==> src/rtl/cv32e40p_ft_fault_supervisor_if.sv <==
// rtl/cv32e40p_ft_fault_supervisor_if.sv - fault supervisor signal bundle
//
// Purpose: groups the wrapper error inputs, replica force outputs, software
// quarantine request channel, event report stream and status outputs of the
// fault supervisor.
// Modports:
//   slave  - supervisor view (consumes error/broken/request/evt_ready, drives the rest)
//   master - environment view (mirror of slave)
interface cv32e40p_ft_fault_supervisor_if #(
    parameter int N_UNITS = 4,
    parameter int CNT_W   = 16
);
    localparam int UW = (N_UNITS > 1) ? $clog2(N_UNITS) : 1;

    logic [N_UNITS-1:0]   err_detected_i;
    logic [N_UNITS-1:0]   err_corrected_i;
    logic [3*N_UNITS-1:0] is_broken_i;
    logic [3*N_UNITS-1:0] set_broken_o;
    logic                 clear_i;
    logic                 sw_force_valid_i;
    logic [UW-1:0]        sw_force_unit_i;
    logic [2:0]           sw_force_mask_i;
    logic                 sw_force_ready_o;
    logic                 evt_valid_o;
    logic                 evt_ready_i;
    logic [UW-1:0]        evt_unit_o;
    logic [1:0]           evt_code_o;
    logic [CNT_W-1:0]     total_err_cnt_o;
    logic [CNT_W-1:0]     uncorr_err_cnt_o;
    logic                 fatal_o;
    logic                 force_timeout_o;

    modport slave (
        input  err_detected_i, err_corrected_i, is_broken_i, clear_i,
               sw_force_valid_i, sw_force_unit_i, sw_force_mask_i, evt_ready_i,
        output set_broken_o, sw_force_ready_o, evt_valid_o, evt_unit_o, evt_code_o,
               total_err_cnt_o, uncorr_err_cnt_o, fatal_o, force_timeout_o
    );

    modport master (
        output err_detected_i, err_corrected_i, is_broken_i, clear_i,
               sw_force_valid_i, sw_force_unit_i, sw_force_mask_i, evt_ready_i,
        input  set_broken_o, sw_force_ready_o, evt_valid_o, evt_unit_o, evt_code_o,
               total_err_cnt_o, uncorr_err_cnt_o, fatal_o, force_timeout_o
    );
endinterface

==> src/rtl/cv32e40p_ft_fault_supervisor.sv <==
// rtl/cv32e40p_ft_fault_supervisor.sv - central FT-wrapper fault supervisor
//
// Purpose: collects error/broken status of N_UNITS triplicated wrappers, keeps
// saturating error statistics, raises a sticky fatal flag, serialises fault
// events onto a valid/ready stream and executes software replica quarantines.
// Ports:
//   clk, rst - clock, asynchronous active-high reset
//   bus      - slave modport of cv32e40p_ft_fault_supervisor_if (error inputs,
//              set_broken outputs, force request channel, event stream, status)
module cv32e40p_ft_fault_supervisor #(
    parameter int N_UNITS         = 4,
    parameter int CNT_W           = 16,
    parameter int CONFIRM_TIMEOUT = 15
) (
    input  logic                           clk,
    input  logic                           rst,
    cv32e40p_ft_fault_supervisor_if.slave  bus
);
    localparam int UW = (N_UNITS > 1) ? $clog2(N_UNITS) : 1;
    localparam int TW = (CONFIRM_TIMEOUT > 0) ? $clog2(CONFIRM_TIMEOUT + 1) : 1;
    localparam int SW = CNT_W + 5;
    localparam logic [CNT_W-1:0] CNT_MAX = {CNT_W{1'b1}};

    localparam logic [1:0] CODE_UNCORR = 2'd0;
    localparam logic [1:0] CODE_BROKEN = 2'd1;
    localparam logic [1:0] CODE_FATAL  = 2'd2;
    localparam logic [1:0] CODE_DONE   = 2'd3;

    typedef enum logic {ST_IDLE, ST_CONFIRM} state_e;

    function automatic logic [4:0] popcount_units(input logic [N_UNITS-1:0] v);
        logic [4:0] c;
        c = '0;
        for (int i = 0; i < N_UNITS; i++) begin
            c = c + 5'(v[i]);
        end
        return c;
    endfunction

    function automatic logic [1:0] popcount3(input logic [2:0] v);
        return 2'(v[0]) + 2'(v[1]) + 2'(v[2]);
    endfunction

    // Registers
    logic [CNT_W-1:0]     total_q, total_d;
    logic [CNT_W-1:0]     uncorr_q, uncorr_d;
    logic                 fatal_q, fatal_d;
    logic [N_UNITS-1:0]   fatal_rep_q, fatal_rep_d;
    logic [3*N_UNITS-1:0] brk_prev_q, brk_prev_d;
    logic [N_UNITS-1:0]   pend_uncorr_q, pend_uncorr_d;
    logic [N_UNITS-1:0]   pend_broken_q, pend_broken_d;
    logic [N_UNITS-1:0]   pend_fatal_q, pend_fatal_d;
    logic [N_UNITS-1:0]   pend_done_q, pend_done_d;
    logic                 evt_valid_q, evt_valid_d;
    logic [UW-1:0]        evt_unit_q, evt_unit_d;
    logic [1:0]           evt_code_q, evt_code_d;
    state_e               state_q, state_d;
    logic [TW-1:0]        timer_q, timer_d;
    logic [UW-1:0]        tgt_unit_q, tgt_unit_d;
    logic [2:0]           tgt_mask_q, tgt_mask_d;
    logic [3*N_UNITS-1:0] quar_q, quar_d;
    logic                 ready_q, ready_d;
    logic                 timeout_q, timeout_d;

    // Combinational helpers
    logic [N_UNITS-1:0] src_uncorr, src_broken, src_fatal, fatal_cond;
    logic [2:0]         tgt_bits;
    logic [SW-1:0]      total_sum, uncorr_sum;
    logic               win_valid;
    logic [1:0]         win_code;
    logic [UW-1:0]      win_unit;
    logic [N_UNITS-1:0] win_bit;
    logic               evt_free, issue;
    logic [N_UNITS-1:0] done_set;

    // Event sources and the broken flags of the unit being confirmed
    always_comb begin
        src_uncorr = bus.err_detected_i & ~bus.err_corrected_i;
        src_broken = '0;
        fatal_cond = '0;
        tgt_bits   = '0;
        for (int u = 0; u < N_UNITS; u++) begin
            src_broken[u] = |(bus.is_broken_i[3*u +: 3] & ~brk_prev_q[3*u +: 3]);
            fatal_cond[u] = popcount3(bus.is_broken_i[3*u +: 3]) >= 2'd2;
            if (tgt_unit_q == UW'(u)) begin
                tgt_bits = bus.is_broken_i[3*u +: 3];
            end
        end
        // FATAL is reported once per unit until clear
        src_fatal = fatal_cond & ~fatal_rep_q;
    end

    // Saturating statistics; the sum is widened so a full popcount cannot wrap
    always_comb begin
        total_sum  = SW'(total_q) + SW'(popcount_units(bus.err_detected_i));
        uncorr_sum = SW'(uncorr_q) + SW'(popcount_units(src_uncorr));
        if (bus.clear_i) begin
            total_d  = '0;
            uncorr_d = '0;
        end else begin
            total_d  = (total_sum > SW'(CNT_MAX)) ? CNT_MAX : total_sum[CNT_W-1:0];
            uncorr_d = (uncorr_sum > SW'(CNT_MAX)) ? CNT_MAX : uncorr_sum[CNT_W-1:0];
        end
        fatal_d     = bus.clear_i ? 1'b0 : (fatal_q | (|fatal_cond));
        fatal_rep_d = bus.clear_i ? '0 : (fatal_rep_q | fatal_cond);
        brk_prev_d  = bus.is_broken_i;
    end

    // Arbitration: scan lowest priority first and units from high to low,
    // so the last hit is the highest-priority code at the lowest unit.
    always_comb begin
        win_valid = 1'b0;
        win_code  = CODE_DONE;
        win_unit  = '0;
        win_bit   = '0;
        for (int u = N_UNITS - 1; u >= 0; u--) begin
            if (pend_done_q[u]) begin
                win_valid = 1'b1; win_code = CODE_DONE; win_unit = UW'(u);
            end
        end
        for (int u = N_UNITS - 1; u >= 0; u--) begin
            if (pend_broken_q[u]) begin
                win_valid = 1'b1; win_code = CODE_BROKEN; win_unit = UW'(u);
            end
        end
        for (int u = N_UNITS - 1; u >= 0; u--) begin
            if (pend_uncorr_q[u]) begin
                win_valid = 1'b1; win_code = CODE_UNCORR; win_unit = UW'(u);
            end
        end
        for (int u = N_UNITS - 1; u >= 0; u--) begin
            if (pend_fatal_q[u]) begin
                win_valid = 1'b1; win_code = CODE_FATAL; win_unit = UW'(u);
            end
        end
        for (int u = 0; u < N_UNITS; u++) begin
            win_bit[u] = (win_unit == UW'(u));
        end
        evt_free = ~evt_valid_q | bus.evt_ready_i;
        issue    = evt_free & win_valid & ~bus.clear_i;
    end

    // Pending bits and the event output register. A new occurrence in the
    // issuing cycle re-sets the bit after the issue clears it.
    always_comb begin
        pend_uncorr_d = pend_uncorr_q;
        pend_broken_d = pend_broken_q;
        pend_fatal_d  = pend_fatal_q;
        pend_done_d   = pend_done_q;
        if (issue) begin
            case (win_code)
                CODE_UNCORR: pend_uncorr_d = pend_uncorr_q & ~win_bit;
                CODE_BROKEN: pend_broken_d = pend_broken_q & ~win_bit;
                CODE_FATAL:  pend_fatal_d  = pend_fatal_q & ~win_bit;
                default:     pend_done_d   = pend_done_q & ~win_bit;
            endcase
        end
        pend_uncorr_d = pend_uncorr_d | src_uncorr;
        pend_broken_d = pend_broken_d | src_broken;
        pend_fatal_d  = pend_fatal_d | src_fatal;
        pend_done_d   = pend_done_d | done_set;
        if (bus.clear_i) begin
            pend_uncorr_d = '0;
            pend_broken_d = '0;
            pend_fatal_d  = '0;
            pend_done_d   = '0;
        end

        // Unit/code only change on a load so they stay stable under backpressure
        evt_valid_d = evt_valid_q;
        evt_unit_d  = evt_unit_q;
        evt_code_d  = evt_code_q;
        if (evt_free) begin
            evt_valid_d = issue;
            if (issue) begin
                evt_unit_d = win_unit;
                evt_code_d = win_code;
            end
        end
    end

    // Quarantine FSM
    always_comb begin
        state_d    = state_q;
        timer_d    = timer_q;
        tgt_unit_d = tgt_unit_q;
        tgt_mask_d = tgt_mask_q;
        quar_d     = quar_q;
        ready_d    = ready_q;
        timeout_d  = timeout_q;
        done_set   = '0;
        case (state_q)
            ST_IDLE: begin
                // Out-of-range units and empty masks are accepted and dropped
                if (bus.sw_force_valid_i && (32'(bus.sw_force_unit_i) < 32'(N_UNITS))
                        && (bus.sw_force_mask_i != 3'b000)) begin
                    for (int u = 0; u < N_UNITS; u++) begin
                        if (bus.sw_force_unit_i == UW'(u)) begin
                            quar_d[3*u +: 3] = quar_q[3*u +: 3] | bus.sw_force_mask_i;
                        end
                    end
                    tgt_unit_d = bus.sw_force_unit_i;
                    tgt_mask_d = bus.sw_force_mask_i;
                    timer_d    = '0;
                    ready_d    = 1'b0;
                    state_d    = ST_CONFIRM;
                end
            end
            default: begin
                // Confirmation takes precedence over a simultaneous timeout
                if ((tgt_bits & tgt_mask_q) == tgt_mask_q) begin
                    for (int u = 0; u < N_UNITS; u++) begin
                        done_set[u] = (tgt_unit_q == UW'(u));
                    end
                    ready_d = 1'b1;
                    state_d = ST_IDLE;
                end else if ((32'(timer_q) + 32'd1) >= 32'(CONFIRM_TIMEOUT)) begin
                    timeout_d = 1'b1;
                    ready_d   = 1'b1;
                    state_d   = ST_IDLE;
                end else begin
                    timer_d = timer_q + TW'(1);
                end
            end
        endcase
        if (bus.clear_i) begin
            state_d   = ST_IDLE;
            timer_d   = '0;
            quar_d    = '0;
            ready_d   = 1'b1;
            timeout_d = 1'b0;
            done_set  = '0;
        end
    end

    always_ff @(posedge clk or posedge rst) begin
        if (rst) begin
            total_q       <= '0;
            uncorr_q      <= '0;
            fatal_q       <= 1'b0;
            fatal_rep_q   <= '0;
            brk_prev_q    <= '0;
            pend_uncorr_q <= '0;
            pend_broken_q <= '0;
            pend_fatal_q  <= '0;
            pend_done_q   <= '0;
            evt_valid_q   <= 1'b0;
            evt_unit_q    <= '0;
            evt_code_q    <= '0;
            state_q       <= ST_IDLE;
            timer_q       <= '0;
            tgt_unit_q    <= '0;
            tgt_mask_q    <= '0;
            quar_q        <= '0;
            ready_q       <= 1'b1;
            timeout_q     <= 1'b0;
        end else begin
            total_q       <= total_d;
            uncorr_q      <= uncorr_d;
            fatal_q       <= fatal_d;
            fatal_rep_q   <= fatal_rep_d;
            brk_prev_q    <= brk_prev_d;
            pend_uncorr_q <= pend_uncorr_d;
            pend_broken_q <= pend_broken_d;
            pend_fatal_q  <= pend_fatal_d;
            pend_done_q   <= pend_done_d;
            evt_valid_q   <= evt_valid_d;
            evt_unit_q    <= evt_unit_d;
            evt_code_q    <= evt_code_d;
            state_q       <= state_d;
            timer_q       <= timer_d;
            tgt_unit_q    <= tgt_unit_d;
            tgt_mask_q    <= tgt_mask_d;
            quar_q        <= quar_d;
            ready_q       <= ready_d;
            timeout_q     <= timeout_d;
        end
    end

    assign bus.set_broken_o     = quar_q;
    assign bus.sw_force_ready_o = ready_q;
    assign bus.evt_valid_o      = evt_valid_q;
    assign bus.evt_unit_o       = evt_unit_q;
    assign bus.evt_code_o       = evt_code_q;
    assign bus.total_err_cnt_o  = total_q;
    assign bus.uncorr_err_cnt_o = uncorr_q;
    assign bus.fatal_o          = fatal_q;
    assign bus.force_timeout_o  = timeout_q;
endmodule

==> src/flat_wrapper.sv <==
// flat-port wrapper written by rule: the top's interface ports become plain ports
module cv32e40p_ft_fault_supervisor_flat 
#(
    parameter int N_UNITS         = 4,
    parameter int CNT_W           = 16,
    parameter int CONFIRM_TIMEOUT = 15
)
  (clk, rst, bus_err_detected_i, bus_err_corrected_i, bus_is_broken_i, bus_clear_i, bus_sw_force_valid_i, bus_sw_force_unit_i, bus_sw_force_mask_i, bus_evt_ready_i, bus_set_broken_o, bus_sw_force_ready_o, bus_evt_valid_o, bus_evt_unit_o, bus_evt_code_o, bus_total_err_cnt_o, bus_uncorr_err_cnt_o, bus_fatal_o, bus_force_timeout_o);
  cv32e40p_ft_fault_supervisor_if #(.N_UNITS(N_UNITS), .CNT_W(CNT_W)) bus_i ();
  input  logic clk;
  input  logic rst;
  input wire logic [$bits(bus_i.err_detected_i)-1:0] bus_err_detected_i;
  input wire logic [$bits(bus_i.err_corrected_i)-1:0] bus_err_corrected_i;
  input wire logic [$bits(bus_i.is_broken_i)-1:0] bus_is_broken_i;
  input wire logic [$bits(bus_i.clear_i)-1:0] bus_clear_i;
  input wire logic [$bits(bus_i.sw_force_valid_i)-1:0] bus_sw_force_valid_i;
  input wire logic [$bits(bus_i.sw_force_unit_i)-1:0] bus_sw_force_unit_i;
  input wire logic [$bits(bus_i.sw_force_mask_i)-1:0] bus_sw_force_mask_i;
  input wire logic [$bits(bus_i.evt_ready_i)-1:0] bus_evt_ready_i;
  output wire logic [$bits(bus_i.set_broken_o)-1:0] bus_set_broken_o;
  output wire logic [$bits(bus_i.sw_force_ready_o)-1:0] bus_sw_force_ready_o;
  output wire logic [$bits(bus_i.evt_valid_o)-1:0] bus_evt_valid_o;
  output wire logic [$bits(bus_i.evt_unit_o)-1:0] bus_evt_unit_o;
  output wire logic [$bits(bus_i.evt_code_o)-1:0] bus_evt_code_o;
  output wire logic [$bits(bus_i.total_err_cnt_o)-1:0] bus_total_err_cnt_o;
  output wire logic [$bits(bus_i.uncorr_err_cnt_o)-1:0] bus_uncorr_err_cnt_o;
  output wire logic [$bits(bus_i.fatal_o)-1:0] bus_fatal_o;
  output wire logic [$bits(bus_i.force_timeout_o)-1:0] bus_force_timeout_o;
  assign bus_i.err_detected_i = bus_err_detected_i;
  assign bus_i.err_corrected_i = bus_err_corrected_i;
  assign bus_i.is_broken_i = bus_is_broken_i;
  assign bus_i.clear_i = bus_clear_i;
  assign bus_i.sw_force_valid_i = bus_sw_force_valid_i;
  assign bus_i.sw_force_unit_i = bus_sw_force_unit_i;
  assign bus_i.sw_force_mask_i = bus_sw_force_mask_i;
  assign bus_i.evt_ready_i = bus_evt_ready_i;
  assign bus_set_broken_o = bus_i.set_broken_o;
  assign bus_sw_force_ready_o = bus_i.sw_force_ready_o;
  assign bus_evt_valid_o = bus_i.evt_valid_o;
  assign bus_evt_unit_o = bus_i.evt_unit_o;
  assign bus_evt_code_o = bus_i.evt_code_o;
  assign bus_total_err_cnt_o = bus_i.total_err_cnt_o;
  assign bus_uncorr_err_cnt_o = bus_i.uncorr_err_cnt_o;
  assign bus_fatal_o = bus_i.fatal_o;
  assign bus_force_timeout_o = bus_i.force_timeout_o;
  cv32e40p_ft_fault_supervisor #(.N_UNITS(N_UNITS), .CNT_W(CNT_W), .CONFIRM_TIMEOUT(CONFIRM_TIMEOUT)) u_core (.clk(clk), .rst(rst), .bus(bus_i));
endmodule
==> config.mk <==
export PLATFORM = sky130hd
export DESIGN_NAME = cv32e40p_ft_fault_supervisor_flat
export DESIGN_NICKNAME = d
export VERILOG_FILES = /design/src/rtl/cv32e40p_ft_fault_supervisor_if.sv /design/src/rtl/cv32e40p_ft_fault_supervisor.sv /design/src/flat_wrapper.sv
export SDC_FILE = /design/constraint.sdc
export NUM_CORES = 1
export LEC_CHECK = 0
export ABC_AREA = 1
export CAP_MARGIN = 20
export CORE_UTILIZATION = 48
export DETAILED_ROUTE_END_ITERATION = 10
export MAX_ROUTING_LAYER = met4
export PLACE_DENSITY_LB_ADDON = 0.1
export SLEW_MARGIN = 30
export SYNTH_ARGS = -nofsm -noshare
export SYNTH_HDL_FRONTEND = slang
export SYNTH_SLANG_ARGS = --single-unit
==> constraint.sdc <==
create_clock -name clk -period 2.96 [get_ports clk]
set_input_delay 0.592 -clock clk [delete_from_list [all_inputs] [get_ports clk]]
set_output_delay 0.592 -clock clk [all_outputs]
set_load 0.02 [all_outputs]
==> metrics.yaml <==
nets: 722
hold_path_class: "register to register"
initial_utilization: 0.504
multi_input_area_um2: 2270
seqCellArea_um2: 2350
synth_edf_count: 0
grt_max_degree: 59
cts_buffers: 9
synth_ff_type: "dfrtp_1"
fin_total_pwr_mw: 2.99
place.gp.congestion: 0.903
grt-ovfl-total: 0
drc_errors: 0
finalSetupViolCount: 30
synth-seq-area-share: 0.496
tns_ns: -1.89
numPortBuffers: 81
cap_violations: 0
cts.sink_count: 94
synth_top_area_frac: 0.491
worstMarginPinSlew_ns: 0.460
postRouteAntennaNets: 0
synth_cells: 546
grtUsageTotal: 0.241
place_ws_ns: -0.899
status: "finished, violations left"
cts_root_buffer: "clkbuf_8"
drt_wl_total_um: 11300
diodes: 0
ys_types: 45
fin_skew_ns: 0.0117
required_ns: 3.26
io_pins: 82
end_kind: "register"
critical_path_class: "input pin to register"
wl_per_cell_um: 14.0
synth_top_area_cell: "dfrtp_1"
clockBufferDepth: 2
synthTopCellsByArea: "dfrtp_1, inv_1, nand2_1"
fin_ws_ns: -0.124
nFillCells: 772
fp.dieArea_um2: 10300
clock_latency_ns: 0.37
path_clk_slew_ns: 0.09
grt_pass1_vias: 4059
final_cell_mix: "dfrtp_1, nand2_1, inv_1"
slew_headroom: 0.693
dpl_cell_area_um2: 6040
rsz0062_at_grt: "true"
h-tree-depth: 3
die_h_um: 101
fmax_ghz: 0.324
antenna_found_initial: 0
rows: 35
async_reset_ff_frac: 1.00
avgSynthCellArea_um2: 8.69
die_w_um: 101
min_period_ns: 3.08
via_count: 4086
final_common_cell: "dfrtp_1"
violations: "setup timing"
hold_viol: 0
synth_area_um2: 4740
place_hpwl_um: 7910
drv_slew: 0
dr.pass1.iters: 4
cp.arrival_ns: 3.38
cts_tree: "yes"
drive_gt1_frac: 0.207
ys_warn_count: 0
ir_drop_mv: 0.257
yosys_register_bits: 94
fin_crit_sh: 1.04
crit_path_start_kind: "input pin"
area_delta_synth_final_pct: 37.2
fin_area_um2: 6500
p_per_area_nw_per_um2: 460
viasPerCell: 5.07
synth_nets: 596
critPathMaxFanout: 7
core_area_um2: 9420
drtIter0Drc: 121
grt_pass1_wl_um: 18600
p_leak_nw: 3.06
## state kept, by name, indices dropped and copies added (netlist names)
register,cells
u_core.timer_q,4
u_core.pend_broken_q,4
u_core.bus.total_err_cnt_o,16
u_core.bus.set_broken_o,12
u_core.bus.evt_valid_o,1
u_core.bus.fatal_o,1
u_core.pend_done_q,4
u_core.bus.uncorr_err_cnt_o,16
u_core.pend_uncorr_q,4
u_core.brk_prev_q,12
u_core.bus.evt_code_o,2
u_core.tgt_mask_q,3
u_core.bus.sw_force_ready_o,1
u_core.pend_fatal_q,4
u_core.bus.force_timeout_o,1
u_core.bus.evt_unit_o,2
u_core.tgt_unit_q,2
u_core.state_q,1
u_core.fatal_rep_q,4
## through the flow
step	hold WS, ns	util	cells
after floorplan	0.442	-	546
after global placement	0.460	0.641	772
after detailed placement	0.462	0.641	772
after CTS	0.486	0.673	801
after global routing	0.517	0.691	806
final	0.483	0.691	806
## kinds of logic after synthesis
group | count (synthesis) | share of synthesized area
flip-flops | 94 | 0.496
AND/OR/NAND/NOR | 199 | 0.186
XOR/XNOR | 18 | 0.0332
buffers and inverters | 102 | 0.0823
adder cells (fa/ha/maj) | 20 | 0.0591
AO/OA/AOI/OAI | 113 | 0.143
## worst max-delay path: stages
cell and delay (ns):
buf_8 0.07, buf_4 0.10, inv_4 0.03, nor2_4 0.11
ha_4 0.22, fa_2 0.56, ha_4 0.14, fa_2 0.23
a21oi_4 0.07, nor4_4 0.18, nand3_2 0.14, nor3b_4 0.24
nand2_2 0.11, nor2_4 0.14, inv_4 0.07, nor2_8 0.18
inv_8 0.08, a21oi_2 0.12
## where the power goes
part | total [mW] | switching, mW | internal (mW)
clock | 0.770 | 0.464 | 0.306
combinational | 0.769 | 0.424 | 0.346
sequential | 1.45 | 0.0738 | 1.38
## cells in the mapped netlist, drive strengths merged, types with 2 or more instances
| cell type | count |
|---|---|
| a21oi | 55 |
| nand2 | 85 |
| nor3 | 5 |
| buf | 3 |
| ha | 16 |
| o21bai | 2 |
| clkbuf | 6 |
| o22ai | 3 |
| nor2 | 67 |
| a22o | 2 |
| o31ai | 4 |
| nor4 | 2 |
| inv | 93 |
| xor2 | 12 |
| or2 | 2 |
| a221oi | 2 |
| fa | 4 |
| o21ai | 30 |
| nand4 | 7 |
| dfrtp | 93 |
| o21a | 2 |
| o211ai | 3 |
| xnor2 | 6 |
| nand3 | 29 |
| a21o | 2 |
| a31oi | 4 |
## cell type report
class / count / share of cell area
repair buffers: 124 / 0.181
flip-flops and latches: 94 / 0.362
inverters: 93 / 0.0569
clock buffers: 9 / 0.0190
clock inverters: 7 / 0.00789
well taps: 129 / 0.0248
multi-input cells: 350 / 0.349
## per-layer routing
metal  wire length, um  track usage  vias to the layer above
met3               471       0.0594                       10
met1              5080        0.297                     1958
li1                  -            -                     2017
met5                 0            -                        -
met2              5630        0.396                      101
met4               130       0.0658                        0
## worst paths after layout
| check | from | end | slack, ns | depth (start not counted) |
|---|---|---|---|---|
| worst min register to register | u_core.bus.evt_code_o[0]$_DFFE_PP0P_ | u_core.bus.evt_code_o[0]$_DFFE_PP0P_ | 0.48 | 2 |
| worst min-delay path | u_core.bus.evt_code_o[0]$_DFFE_PP0P_ | u_core.bus.evt_code_o[0]$_DFFE_PP0P_ | 0.48 | 2 |
| worst max-delay path | bus_err_detected_i[1] | u_core.bus.uncorr_err_cnt_o[8]$_DFF_PP0_ | -0.12 | 18 |
| max in group asynchronous | rst | u_core.bus.sw_force_ready_o$_DFFE_PP1P_ | 1.74 | 3 |
| worst max register to register | u_core.bus.total_err_cnt_o[0]$_DFF_PP0_ | u_core.bus.total_err_cnt_o[14]$_DFF_PP0_ | 0.65 | 14 |
| min in group asynchronous | rst | u_core.pend_broken_q[3]$_DFF_PP0_ | 0.58 | 2 |
## timing repair
action,4_1_cts,5_1_grt
pin swaps,19,33
setup buffers,13,8
gates resized for setup,36,30
hold buffers,0,0
endpoints found under the setup margin,32,31
(Power assumes the default switching activity.)
